## config.mk

```make
export PLATFORM = sky130hd
export DESIGN_NAME = adat_tx_scheduler
export DESIGN_NICKNAME = d
export VERILOG_FILES = /design/src/rtl/adat_tx_scheduler.sv
export SDC_FILE = /design/constraint.sdc
export NUM_CORES = 1
export LEC_CHECK = 0
export BUFFER_PORTS_ARGS = -buffer_cell sky130_fd_sc_hd__buf_4
export CORE_AREA = 4 4 294 296
export DETAILED_ROUTE_END_ITERATION = 8
export DIE_AREA = 0 0 298 300
export GPL_TIMING_DRIVEN = 0
export PLACE_DENSITY = 0.75
export SKIP_CTS_REPAIR_TIMING = 1
export SYNTH_ARGS = -nofsm -noshare
export SYNTH_HDL_FRONTEND = slang
export SYNTH_SLANG_ARGS = --single-unit
```

## constraint.sdc

```tcl
create_clock -name clk -period 2.6 [get_ports clk]
set_input_delay 0.13 -clock clk [delete_from_list [all_inputs] [get_ports clk]]
set_output_delay 0.13 -clock clk [all_outputs]
set_load 0.02 [all_outputs]
```

## src/rtl/adat_tx_scheduler.sv

```systemverilog
// Purpose : ADAT transmit frame pacer. Buffers sample sets and launches one generator frame per sample period.
// Latency : a tick in cycle T gives gen_start/underrun and new gen_audio/gen_user in T+1; a pushed set can be popped from the next cycle.
// Backpr. : s_ready drops while the FIFO holds FIFO_DEPTH sets. There is no bypass when full. Late ticks are dropped, never queued.
//
// Ports:
//   clk, rst_n           system clock, asynchronous active-low reset
//   enable               run frame scheduling (tick counter is held at 0 while low)
//   s_valid/s_ready      sample-set stream handshake; s_audio[0:7] (24b each), s_user (4b)
//   gen_start            one-cycle frame launch pulse to the frame generator
//   gen_audio, gen_user  data for the frame in flight; these change only on a launch
//   gen_done             generator frame-complete pulse
//   underrun             pulse: the tick found the FIFO empty (coincident with gen_start)
//   late_frame           pulse: a tick arrived while a frame was still in flight
//   underrun_count       saturating 16-bit underrun counter
//   frame_count          wrapping 32-bit completed-frame counter
//   fifo_level           current FIFO occupancy
//
// Build option: define ADAT_TX_UNDERRUN_MUTE_EN to send an all-zero frame on underrun.
// Without it the previous audio/user data is repeated.

module adat_tx_scheduler #(
   parameter int CLK_FREQ    = 100_000_000,
   parameter int SAMPLE_RATE = 48000,
   parameter int FIFO_DEPTH  = 4
) (
   input  logic                          clk,
   input  logic                          rst_n,
   input  logic                          enable,
   input  logic                          s_valid,
   output logic                          s_ready,
   input  logic [23:0]                   s_audio [0:7],
   input  logic [3:0]                    s_user,
   output logic                          gen_start,
   output logic [23:0]                   gen_audio [0:7],
   output logic [3:0]                    gen_user,
   input  logic                          gen_done,
   output logic                          underrun,
   output logic                          late_frame,
   output logic [15:0]                   underrun_count,
   output logic [31:0]                   frame_count,
   output logic [$clog2(FIFO_DEPTH):0]   fifo_level
);

   localparam int FRAME_CLOCKS = CLK_FREQ / SAMPLE_RATE;
   localparam int CNT_W        = (FRAME_CLOCKS > 1) ? $clog2(FRAME_CLOCKS) : 1;
   localparam int PTR_W        = $clog2(FIFO_DEPTH);
   localparam int LVL_W        = PTR_W + 1;

   localparam logic [CNT_W-1:0] CNT_LAST = CNT_W'(FRAME_CLOCKS - 1);
   localparam logic [LVL_W-1:0] LVL_FULL = LVL_W'(FIFO_DEPTH);

   // One buffered sample set: eight channels plus the frame's user bits.
   typedef struct packed {
      logic [7:0][23:0] audio;
      logic [3:0]       user;
   } set_t;

   typedef enum logic [1:0] {
      IDLE,
      WAIT_TICK,
      ACTIVE
   } state_t;

   state_t            state_q,     state_d;
   logic [CNT_W-1:0]  cnt_q,       cnt_d;
   set_t              mem_q [FIFO_DEPTH];
   set_t              mem_d [FIFO_DEPTH];
   logic [PTR_W-1:0]  wr_ptr_q,    wr_ptr_d;
   logic [PTR_W-1:0]  rd_ptr_q,    rd_ptr_d;
   logic [LVL_W-1:0]  level_q,     level_d;
   set_t              gen_q,       gen_d;
   logic              gen_start_q, gen_start_d;
   logic              underrun_q,  underrun_d;
   logic              late_q,      late_d;
   logic [15:0]       under_cnt_q, under_cnt_d;
   logic [31:0]       frame_cnt_q, frame_cnt_d;

   set_t              in_set;
   logic              tick;
   logic              fifo_empty;
   logic              push;
   logic              pop;
   logic              launch;

   // Channel 0 lands in audio[0]; the concatenation lists the MSB (channel 7) first.
   assign in_set = {s_audio[7], s_audio[6], s_audio[5], s_audio[4],
                    s_audio[3], s_audio[2], s_audio[1], s_audio[0], s_user};

   // The counter sits at 0 while disabled, so the first enabled cycle is always a tick.
   assign tick       = enable && (cnt_q == '0);
   assign fifo_empty = (level_q == '0);
   // Readiness depends only on the registered level. A pop in the same cycle does not free the slot early.
   assign s_ready    = (level_q < LVL_FULL);
   assign push       = s_valid && s_ready;

   always_comb begin
      cnt_d = cnt_q;
      if (!enable) begin
         cnt_d = '0;
      end else if (cnt_q == CNT_LAST) begin
         cnt_d = '0;
      end else begin
         cnt_d = cnt_q + CNT_W'(1);
      end
   end

   // Frame scheduling: launch decision, data capture, pulse generation and counters.
   always_comb begin
      state_d     = state_q;
      gen_d       = gen_q;
      gen_start_d = 1'b0;
      underrun_d  = 1'b0;
      late_d      = 1'b0;
      under_cnt_d = under_cnt_q;
      frame_cnt_d = frame_cnt_q;
      launch      = 1'b0;
      pop         = 1'b0;

      case (state_q)
         IDLE: begin
            // The tick on the enabling cycle is honoured directly from IDLE.
            if (enable) begin
               if (tick) begin
                  launch = 1'b1;
               end else begin
                  state_d = WAIT_TICK;
               end
            end
         end
         WAIT_TICK: begin
            if (tick) begin
               launch = 1'b1;
            end else if (!enable) begin
               state_d = IDLE;
            end
         end
         ACTIVE: begin
            // A tick during a frame is reported and then dropped. It never queues a launch.
            if (tick) begin
               late_d = 1'b1;
            end
            if (gen_done) begin
               frame_cnt_d = frame_cnt_q + 32'd1;
               state_d     = enable ? WAIT_TICK : IDLE;
            end
         end
         default: begin
            state_d = IDLE;
         end
      endcase

      if (launch) begin
         state_d     = ACTIVE;
         gen_start_d = 1'b1;
         if (!fifo_empty) begin
            pop   = 1'b1;
            gen_d = mem_q[rd_ptr_q];
         end else begin
            underrun_d = 1'b1;
            if (under_cnt_q != 16'hFFFF) begin
               under_cnt_d = under_cnt_q + 16'd1;
            end
`ifdef ADAT_TX_UNDERRUN_MUTE_EN
            gen_d = '0;
`else
            // gen_d keeps its value, so the last delivered set is replayed.
            gen_d = gen_q;
`endif
         end
      end
   end

   // Circular FIFO storage and occupancy.
   always_comb begin
      mem_d    = mem_q;
      wr_ptr_d = wr_ptr_q;
      rd_ptr_d = rd_ptr_q;
      level_d  = level_q;
      if (push) begin
         mem_d[wr_ptr_q] = in_set;
         wr_ptr_d        = wr_ptr_q + PTR_W'(1);
      end
      if (pop) begin
         rd_ptr_d = rd_ptr_q + PTR_W'(1);
      end
      case ({push, pop})
         2'b10:   level_d = level_q + LVL_W'(1);
         2'b01:   level_d = level_q - LVL_W'(1);
         default: level_d = level_q;
      endcase
   end

   always_ff @(posedge clk or negedge rst_n) begin
      if (!rst_n) begin
         state_q     <= IDLE;
         cnt_q       <= '0;
         for (int i = 0; i < FIFO_DEPTH; i++) begin
            mem_q[i] <= '0;
         end
         wr_ptr_q    <= '0;
         rd_ptr_q    <= '0;
         level_q     <= '0;
         gen_q       <= '0;
         gen_start_q <= 1'b0;
         underrun_q  <= 1'b0;
         late_q      <= 1'b0;
         under_cnt_q <= '0;
         frame_cnt_q <= '0;
      end else begin
         state_q     <= state_d;
         cnt_q       <= cnt_d;
         mem_q       <= mem_d;
         wr_ptr_q    <= wr_ptr_d;
         rd_ptr_q    <= rd_ptr_d;
         level_q     <= level_d;
         gen_q       <= gen_d;
         gen_start_q <= gen_start_d;
         underrun_q  <= underrun_d;
         late_q      <= late_d;
         under_cnt_q <= under_cnt_d;
         frame_cnt_q <= frame_cnt_d;
      end
   end

   genvar g;
   for (g = 0; g < 8; g++) begin : g_audio_out
      assign gen_audio[g] = gen_q.audio[g];
   end

   assign gen_user       = gen_q.user;
   assign gen_start      = gen_start_q;
   assign underrun       = underrun_q;
   assign late_frame     = late_q;
   assign underrun_count = under_cnt_q;
   assign frame_count    = frame_cnt_q;
   assign fifo_level     = level_q;

endmodule

```

==> key figures <==
Pwr
  • Worst vdd ir: 0.729 mV
  • Pwr/cell area: 1260 mW/mm^2
  • Seq pwr share: 40.7%
  • Static Leak: 24.6 nW
  • Combinational share of power: 36.2%
  • Sw frac: 30.7%
  • Tot Pwr: 69.8 mW
  • Clock Power Share: 23.1%
  • P_sw: 21.4 mW
  • Int Power: 48.4 mW

Place
  • Number of port buffers: 451
  • Dpl hpwl: 72500 um
  • Post-Place Worst Slack: -778 ps
  • Routability cong.: 0.812

Synth
  • Leading area contributor after synthesis: dfrtp_1
  • Mapped Area: 0.0442 mm^2
  • Register bit total from synthesis: 1052
  • Cell variety after synth: 40
  • Synth area leaders: dfrtp_1 (60%), mux2_2 (22%), mux4_2 (10%), mux2_1 (2.7%), buf_2 (0.75%)
  • Register area share after synthesis: 59.5%
  • Top cell type's share of synthesized area: 59.5%
  • EDFF count, synth: 0
  • Syn_nets: 2833
  • FFs w/ async S/R, synth: 100%
  • Synth Flop Type: dfrtp_1
  • Synthesis Warnings: 0
  • Synth Area per Inst: 16.9 um^2
  • Synthesized instance count: 2621

Setup path
  • R2R setup slack: 100 ps
  • Critical Path End Type: flip-flop
  • CP required: 3190 ps
  • Critical path class: reg2reg
  • Worst-path fanout max: 4
  • Worst Setup Start Kind: flip-flop
  • CP arrival: 3080 ps

Detailed routing
  • Iter 0 DRT Violations: 1101
  • WL final: 108000 um
  • # DRC: 0
  • First drt pass iteration count: 4
  • Avg Vias per Cell: 5.65
  • WL/cell: 23.5 um
  • Antenna Nets Post-Route: 0
  • Vias post-DR: 25900

Clock tree
  • CTS Sinks: 1052
  • CTS Buf Count: 109
  • TritonCTS clock tree: yes
  • Root Driver: clkbuf_16
  • Max clock buf depth: 3
  • Worst-path clk slew: 60 ps
  • Clk_lat worst skew: 670 ps
  • H-tree levels: 3

Global route
  • GR Util All Layers: 23.7%
  • Congestion Overflow GR: 0
  • Largest net degree at the start of global routing: 135
  • Vias in the first global route: 28200
  • Antenna violations before repair: 21
  • Global-route wire length before repair: 166000 um

Die
  • Site row count: 106
  • Core area: 0.0836 mm^2
  • Starting density of the core: 52.9%
  • Die H: 300 um
  • Die X: 298 um
  • Boundary pin count: 452
  • Die area: 0.0894 mm^2

Layout
  • Footprint of the multi-input gates: 0.0170 mm^2
  • Layout cells sized above 1: 53.4%
  • Commonest non-fill, non-tap cells in the layout: dfrtp_1 (1049), mux2_2 (877), buf_4 (462)
  • Register Area: 0.0263 mm^2
  • Final Net Count: 3615
  • Fill count: 5644
  • Final Util: 66.2%
  • P&R area growth vs syn: 25.1%
  • Commonest non-fill, non-tap cell in the layout: dfrtp_1

Timing
  • Fin crit period: 2500 ps
  • Hold slack: -175 ps
  • Slew at the pin with the worst max-slew slack: 1140 ps
  • Clock Skews: 26.9 ps
  • Max frequency: 401 MHz
  • Final period util: 96.0%
  • Setup violators final: 0
  • Normalized max-slew margin: 23.7%
  • Worst setup margin: 105 ps
  • Hold Vio Cnt, Final: 225
  • Max-slew violation total from the final report: 0
  • RSZ-0062 raised after global routing: true

Status
  • Status: finished with violations
  • Failing checks: hold timing

Job
  • Max Cap Viol: 0

Min path
  • HP Class: in2async
-- area by class of cell --
class / instances / share of cell area, %
clock inverter: 34 / 0.778
buffer: 155 / 1.57
timing repair buffer: 671 / 10.6
tap: 1080 / 2.44
inverter: 14 / 0.0950
clock buffer: 167 / 6.07
antenna: 14 / 0.0633
sequential: 1052 / 47.6
multi-input combinational: 1400 / 30.8
-- worst max-delay path, cell delays in order (launching register included) --
cell and delay [ps]:
dfrtp_1 450, nor4_4 400, nand3_2 160, or2_4 280, nor2_2 110, ha_2 190, inv_1 50, fa_2 330
xor2_1 140, nor2_1 160, xnor2_1 140
-- final timing paths --
kind / from / end / cells after the start
max: cnt_q[10]$_DFF_PN0_ / fifo_level[2]$_DFFE_PN0P_ / 10
max reg2reg: cnt_q[10]$_DFF_PN0_ / fifo_level[2]$_DFFE_PN0P_ / 10
max in group asynchronous: rst_n / gen_audio[155]$_DFFE_PN0P_ / 8
min in group clk: s_valid / wr_ptr_q[0]$_DFFE_PN0P_ / 4
min: rst_n / gen_audio[24]$_DFFE_PN0P_ / 5
min reg2reg: cnt_q[0]$_DFF_PN0_ / cnt_q[0]$_DFF_PN0_ / 1
-- metal layers --
| layer | share of wire, % | vias to the layer above | GRT usage [%] |
|---|---|---|---|
| met2 | 51 | 570 | 40.4 |
| met5 | 0.053 | - | 0 |
| met1 | 41 | 13900 | 29.3 |
| li1 | - | 11300 | - |
| met3 | 5.3 | 172 | 7.32 |
| met4 | 2.5 | 10 | 7.07 |
-- Yosys cell counts (13+ instances only) --
library cell	count
mux2_1	107
nand4_1	17
nor2_1	21
mux2_2	877
nand3_1	28
nand2_1	26
dfrtp_1	1052
inv_1	14
buf_1	33
xnor2_1	36
buf_6	13
mux4_2	196
clkbuf_1	32
buf_2	66
nor4_1	13
xor2_1	23
-- cells by family after synthesis --
logic type | count (synthesis) | synth area share, %
AOI/OAI and AO/OA | 6 | 0.0736
and+or+nand+nor | 143 | 1.84
xor gates and xnor gates | 59 | 1.17
adders and majority gates | 11 | 0.328
muxes | 1181 | 35.1
buffers and inverters | 169 | 1.98
DFF | 1052 | 59.5
-- metrics by stage --
stage	area [um^2]	setup TNS (ps)	hold WS (ps)	instances
3_5_place_dp	49200	-327530	26.8	4161
6_report	55300	0	-175	4587
3_3_place_gp	48900	-	369	4152
2_1_floorplan	44200	0	-166	2621
5_1_grt	55300	-14.8	-148	4582
4_1_cts	53000	-324650	-688	4362
-- state kept, by name, indices dropped and copies added (netlist names) --
register / cells
mem_q: 784
gen_audio: 192
frame_count: 32
underrun_count: 16
cnt_q: 12
gen_user: 4
fifo_level: 3
rd_ptr_q: 2
state_q: 2
wr_ptr_q: 2
gen_start: 1
late_frame: 1
underrun: 1
-- power groups by stage --
stage	Clock (mW)	Combinational (mW)	Sequential, mW
after CTS	16.5	25.2	28.4
after global routing	17.2	27.1	29.2
after detailed placement	0	25.1	28.6
final	16.1	25.2	28.4
after global placement	0	24.1	27.8
after floorplan	0	15.9	29.0
(Power assumes the default switching activity.)
